<file path="config.mk">
export PLATFORM = sky130hd
export DESIGN_NAME = solo_squash_wb_regs
export DESIGN_NICKNAME = d
export VERILOG_FILES = /design/src/rtl/solo_squash_wb_regs.sv
export SDC_FILE = /design/constraint.sdc
export NUM_CORES = 1
export LEC_CHECK = 0
export ABC_AREA = 0
export BUFFER_PORTS_ARGS = -buffer_cell sky130_fd_sc_hd__buf_4
export CORE_UTILIZATION = 30
export CTS_CLUSTER_DIAMETER = 200
export DETAILED_ROUTE_END_ITERATION = 8
export HOLD_SLACK_MARGIN = 0.08
export PLACE_DENSITY = 0.51
export SYNTH_ARGS = -nofsm -noshare
export SYNTH_HDL_FRONTEND = slang
export SYNTH_SLANG_ARGS = --single-unit
</file>
<file path="constraint.sdc">
create_clock -name wb_clk_i -period 3.3 [get_ports wb_clk_i]
set_clock_uncertainty 0.1 [all_clocks]
set_input_delay 0.165 -clock wb_clk_i [delete_from_list [all_inputs] [get_ports wb_clk_i]]
set_output_delay 0.165 -clock wb_clk_i [all_outputs]
set_load 0.02 [all_outputs]
</file>
<file path="src/rtl/solo_squash_wb_regs.sv">
// Wishbone classic register block for the solo squash game: control,
// status/frame counter, scratch and ID registers at a 16-byte window.
module solo_squash_wb_regs #(
  parameter logic [31:0] BASE_ADDR      = 32'h3000_0000,
  parameter int unsigned NEWGAME_CYCLES = 16
) (
  input  logic        wb_clk_i,
  input  logic        wb_rst_n,
  input  logic        wbs_cyc_i,
  input  logic        wbs_stb_i,
  input  logic        wbs_we_i,
  input  logic [3:0]  wbs_sel_i,
  input  logic [31:0] wbs_adr_i,
  input  logic [31:0] wbs_dat_i,
  output logic        wbs_ack_o,
  output logic [31:0] wbs_dat_o,
  input  logic        vsync_i,
  output logic        soft_reset_n_o,
  output logic        pause_n_o,
  output logic        new_game_n_o,
  output logic        up_key_n_o,
  output logic        down_key_n_o,
  output logic        frame_irq_o
);

  localparam int unsigned DATA_W  = 32;
  localparam int unsigned CNT_W   = 8;
  localparam int unsigned FRAME_W = 16;
  localparam logic [DATA_W-1:0] ID_VALUE = 32'h5351_5348;
  localparam logic [CNT_W-1:0]  NG_LOAD  = CNT_W'(NEWGAME_CYCLES);

  localparam logic [1:0] OFF_CTRL    = 2'd0;
  localparam logic [1:0] OFF_STATUS  = 2'd1;
  localparam logic [1:0] OFF_SCRATCH = 2'd2;
  localparam logic [1:0] OFF_ID      = 2'd3;

  // Pulse counter is 8 bits wide, so the load value must fit 1..255.
  if (NEWGAME_CYCLES < 1 || NEWGAME_CYCLES > 255) begin : g_bad_param
    $error("NEWGAME_CYCLES out of range 1..255");
  end

  // Register state
  logic              soft_reset;
  logic              pause;
  logic              up_key;
  logic              down_key;
  logic              irq_en;
  logic [CNT_W-1:0]  ng_count;
  logic [FRAME_W-1:0] frame_count;
  logic              frame_flag;
  logic [DATA_W-1:0] scratch;
  logic              vsync_q;

  // Bus decode
  logic              selected;
  logic              accept;
  logic              wr_acc;
  logic              rd_acc;
  logic [1:0]        offset;
  logic              wr_ctrl;
  logic              wr_status;
  logic              wr_scratch;
  logic              ng_start;
  logic              flag_clear;
  logic              vsync_rise;
  logic [DATA_W-1:0] rdata;
  logic              unused;

  assign selected   = wbs_cyc_i & wbs_stb_i & (wbs_adr_i[31:4] == BASE_ADDR[31:4]);
  assign accept     = selected & ~wbs_ack_o;
  assign wr_acc     = accept & wbs_we_i;
  assign rd_acc     = accept & ~wbs_we_i;
  assign offset     = wbs_adr_i[3:2];
  assign wr_ctrl    = wr_acc & (offset == OFF_CTRL);
  assign wr_status  = wr_acc & (offset == OFF_STATUS);
  assign wr_scratch = wr_acc & (offset == OFF_SCRATCH);
  assign ng_start   = wr_ctrl & wbs_sel_i[0] & wbs_dat_i[2];
  assign flag_clear = wr_status & wbs_sel_i[2] & wbs_dat_i[16];
  assign vsync_rise = vsync_i & ~vsync_q;
  assign unused     = &{1'b0, wbs_adr_i[1:0]};

  // Read mux over current register values (pre-write)
  always_comb begin
    rdata = '0;
    case (offset)
      OFF_CTRL:    rdata = {23'd0, irq_en, 3'd0, down_key, up_key,
                            (ng_count != '0), pause, soft_reset};
      OFF_STATUS:  rdata = {15'd0, frame_flag, frame_count};
      OFF_SCRATCH: rdata = scratch;
      OFF_ID:      rdata = ID_VALUE;
      default:     rdata = '0;
    endcase
  end

  // Single-cycle ack with read data registered alongside it
  always_ff @(posedge wb_clk_i or negedge wb_rst_n) begin
    if (!wb_rst_n) begin
      wbs_ack_o <= 1'b0;
      wbs_dat_o <= '0;
    end else begin
      wbs_ack_o <= accept;
      wbs_dat_o <= rd_acc ? rdata : '0;
    end
  end

  // CTRL level bits
  always_ff @(posedge wb_clk_i or negedge wb_rst_n) begin
    if (!wb_rst_n) begin
      soft_reset <= 1'b0;
      pause      <= 1'b0;
      up_key     <= 1'b0;
      down_key   <= 1'b0;
      irq_en     <= 1'b0;
    end else if (wr_ctrl) begin
      if (wbs_sel_i[0]) begin
        soft_reset <= wbs_dat_i[0];
        pause      <= wbs_dat_i[1];
        up_key     <= wbs_dat_i[3];
        down_key   <= wbs_dat_i[4];
      end
      if (wbs_sel_i[1]) begin
        irq_en <= wbs_dat_i[8];
      end
    end
  end

  // New-game pulse counter: reload on write of 1, otherwise count down to 0
  always_ff @(posedge wb_clk_i or negedge wb_rst_n) begin
    if (!wb_rst_n) begin
      ng_count <= '0;
    end else if (ng_start) begin
      ng_count <= NG_LOAD;
    end else if (ng_count != '0) begin
      ng_count <= ng_count - CNT_W'(1);
    end
  end

  // Vsync edge detect, frame counter and sticky frame flag (set beats clear)
  always_ff @(posedge wb_clk_i or negedge wb_rst_n) begin
    if (!wb_rst_n) begin
      vsync_q     <= 1'b0;
      frame_count <= '0;
      frame_flag  <= 1'b0;
    end else begin
      vsync_q <= vsync_i;
      if (vsync_rise) begin
        frame_count <= frame_count + FRAME_W'(1);
      end
      if (vsync_rise) begin
        frame_flag <= 1'b1;
      end else if (flag_clear) begin
        frame_flag <= 1'b0;
      end
    end
  end

  // Byte-enabled scratch register
  always_ff @(posedge wb_clk_i or negedge wb_rst_n) begin
    if (!wb_rst_n) begin
      scratch <= '0;
    end else if (wr_scratch) begin
      for (int b = 0; b < 4; b++) begin
        if (wbs_sel_i[b]) begin
          scratch[8*b +: 8] <= wbs_dat_i[8*b +: 8];
        end
      end
    end
  end

  // Game controls are inversions of flop outputs only
  assign soft_reset_n_o = ~soft_reset;
  assign pause_n_o      = ~pause;
  assign up_key_n_o     = ~up_key;
  assign down_key_n_o   = ~down_key;
  assign new_game_n_o   = (ng_count == '0);
  assign frame_irq_o    = frame_flag & irq_en;

endmodule

</file>
==> qor.txt <==
Register area share after synthesis: 59.1%
Gpl congestion: 0.729
Placed cell area: 5090 um2
Clock slew at reported path FFs: 70 ps
Root Buffer: clkbuf_16
Util after Layout: 43.3%
DPL Wire Length: 7050 um
Clock Sink Count: 96
Setup bufs post-CTS: 0
Via/cell ratio: 4.67
Hold path depth: 3
Yosys warning total: 0
Clock Latency Late Sink: 340 ps
CP Launch Type: flip-flop
Post-route design area: 5740 um2
Post-synth EDFFs: 0
PortBufs: 110
TritonCTS clock tree: yes
R2R cell count: 5
Core Box Area: 13200 um2
Storage cell area: 2400 um2
Final Total Pwr: 0.00256 W
Post-Synthesis Net Count: 409
First-pass GRT wire length: 16700 um
NumNets Final: 556
Routed WL per cell: 15.6 um
CP required: 3430 ps
Share of layout cells above drive strength 1: 36.0%
Initial antenna violation count: 0
Chip Width: 118 um
Fin crit share: 67.3%
H-tree levels: 3
Number of fill cells: 1273
CP Data Arrival Time: 2350 ps
# DRC: 0
Num rows: 42
Outcome: finished clean
Final slew viol count: 0
Starting DRT DRC Count: 187
Worst hold path class: in2reg
Total track usage: 15.5%
Largest net degree at the start of global routing: 49
Worst-Margin Slew: 1140 ps
RSZ-0062 raised after global routing: no
Starting Density: 30.7%
Post-Syn Instances: 332
Post-synthesis async set-or-reset flop share: 100%
Setup TNS: 0 ps
Clock buffer depth: 2
# resized after CTS: 0
Final hold vios: 0
Finish-stage setup viols: 0
Hold_buf cts: 35
Mapped Avg Cell Area: 12.2 um2
Cell Pwr Density: 446 nW/um2
Hold path startpoint: wbs_adr_i[3]
Post-route minimum period: 2220 ps
Final WL: 10300 um
Routed Antenna Nets: 0
Most common flop cell mapped by yosys: dfrtp_1
Most frequent cells in the layout: 116 x buf_4, 96 x dfrtp_1, 38 x mux2_2
Lkg Pwr: 2.80 nW
Fmax: 0.450 GHz
Number of diodes: 0
Max cap viols: 0
Syn Std Cell Area: 4060 um2
Area of the multi-input gates: 1550 um2
CTS Buf Count: 9
Synth-to-Final Area Change: 41.3%
Setup Crit Path Kind: reg2reg
Most common cell after layout, fill and taps aside: buf_4
Die area: 14000 um2
Reg2Reg Capture Point: scratch[5]
Ports: 113
R2R Setup Slk: 1080 ps
Synth Register Bits: 96
Worst setup EP type: flip-flop
VDD IR max: 0.000280 V
Hold Worst Slack: 120 ps
Die H: 118 um
Vias in the first global route: 3236
R2R Path Start: wbs_ack_o
Vias post-DR: 3082
Grt total ovfl: 0
Netlist cell types: 40
Worst Path Max Fanout: 11
DR pass1 iterations: 6
Worst rel slew slack: 23.4%
WHS Endpoint: wbs_dat_o[16]
==> critical path, stage by stage (launching register included) <==
cell	delay, ps
dfrtp_1	380
nor4_1	170
nand4_1	140
buf_4	230
nor4_4	680
mux2_2	410
==> worst max path at each step <==
stage,start,to,slack (ps),cells after the start
floorplan,wbs_ack_o,scratch[0],1310,5
global placement,wbs_adr_i[4],up_key,980,6
detailed placement,wbs_adr_i[12],scratch[5],960,6
CTS,wbs_ack_o,scratch[5],1020,5
global route,wbs_ack_o,down_key,920,5
finish,wbs_ack_o,scratch[5],1080,5
==> sequential cells by signal, summed over array words and instances, names as in the netlist <==
signal	count
up_key	1
wbs_dat_o	32
ng_count	8
pause	1
vsync_q	1
frame_flag	1
soft_reset	1
frame_count	16
wbs_ack_o	1
down_key	1
scratch	32
irq_en	1
==> Yosys cell counts, drive strengths merged, types with 2 or more instances <==
library cell | number | area (um2)
clkbuf | 10 | 37.5
nand2 | 16 | 60.1
nor2b | 4 | 25.0
xnor2 | 13 | 114
mux2i | 4 | 40.0
o21a | 6 | 45.0
nand3b | 2 | 15.0
nor3 | 19 | 95.1
o22ai | 2 | 12.5
mux2 | 38 | 428
inv | 11 | 41.3
or2 | 2 | 12.5
nor2 | 18 | 67.6
ha | 3 | 37.5
dfrtp | 96 | 2400
nor4 | 19 | 179
nand3 | 6 | 30.0
o21ai | 2 | 10.0
and2 | 2 | 12.5
nand2b | 3 | 18.8
nand4 | 6 | 37.5
buf | 5 | 28.8
and3 | 11 | 68.8
a22oi | 6 | 45.0
a21oi | 11 | 55.1
a211oi | 2 | 15.0
xor2 | 5 | 43.8
==> area by class of cell <==
| type | count | share of cell area [%] |
|---|---|---|
| Sequential cell | 96 | 41.9 |
| Inverter | 11 | 0.720 |
| Tap cell | 176 | 3.84 |
| Clock inverter | 3 | 0.698 |
| Clock buffer | 13 | 4.54 |
| Timing Repair Buffer | 151 | 21.3 |
| Multi-Input combinational cell | 210 | 27.0 |
==> routing by layer <==
| metal | global-route usage [%] | wire [um] | part of all wire [%] | vias to the layer above |
|---|---|---|---|---|
| met5 | 0 | 0 | 0 | - |
| met4 | 5.45 | 140 | 1.4 | 0 |
| met3 | 4.10 | 468 | 4.5 | 13 |
| met2 | 25.9 | 5160 | 50 | 79 |
| met1 | 19.2 | 4530 | 44 | 1515 |
| li1 | - | - | - | 1475 |
==> power by group <==
group	total, W	internal (W)	leakage, nW	switching [W]
Clock	0.00106	0.000627	0.150	0.000431
Sequential	0.00126	0.00121	1.29	0.0000479
Combinational	0.000243	0.000129	1.36	0.000113
==> metrics by stage <==
step	setup slack [ps]	std cells
after floorplan	1310	332
after global placement	984	609
after detailed placement	961	609
after CTS	1020	660
after global routing	920	660
final	1080	660
==> cells by family after synthesis <==
group / after synthesis / share of synthesized area (%)
buffers and inverters: 26 / 2.65
and+or+nand+nor: 113 / 16.3
adders and majority gates: 3 / 0.924
DFF: 96 / 59.1
AOI/OAI and AO/OA: 34 / 5.55
xor gates and xnor gates: 18 / 3.88
muxes: 42 / 11.5
(Power assumes the default switching activity.)
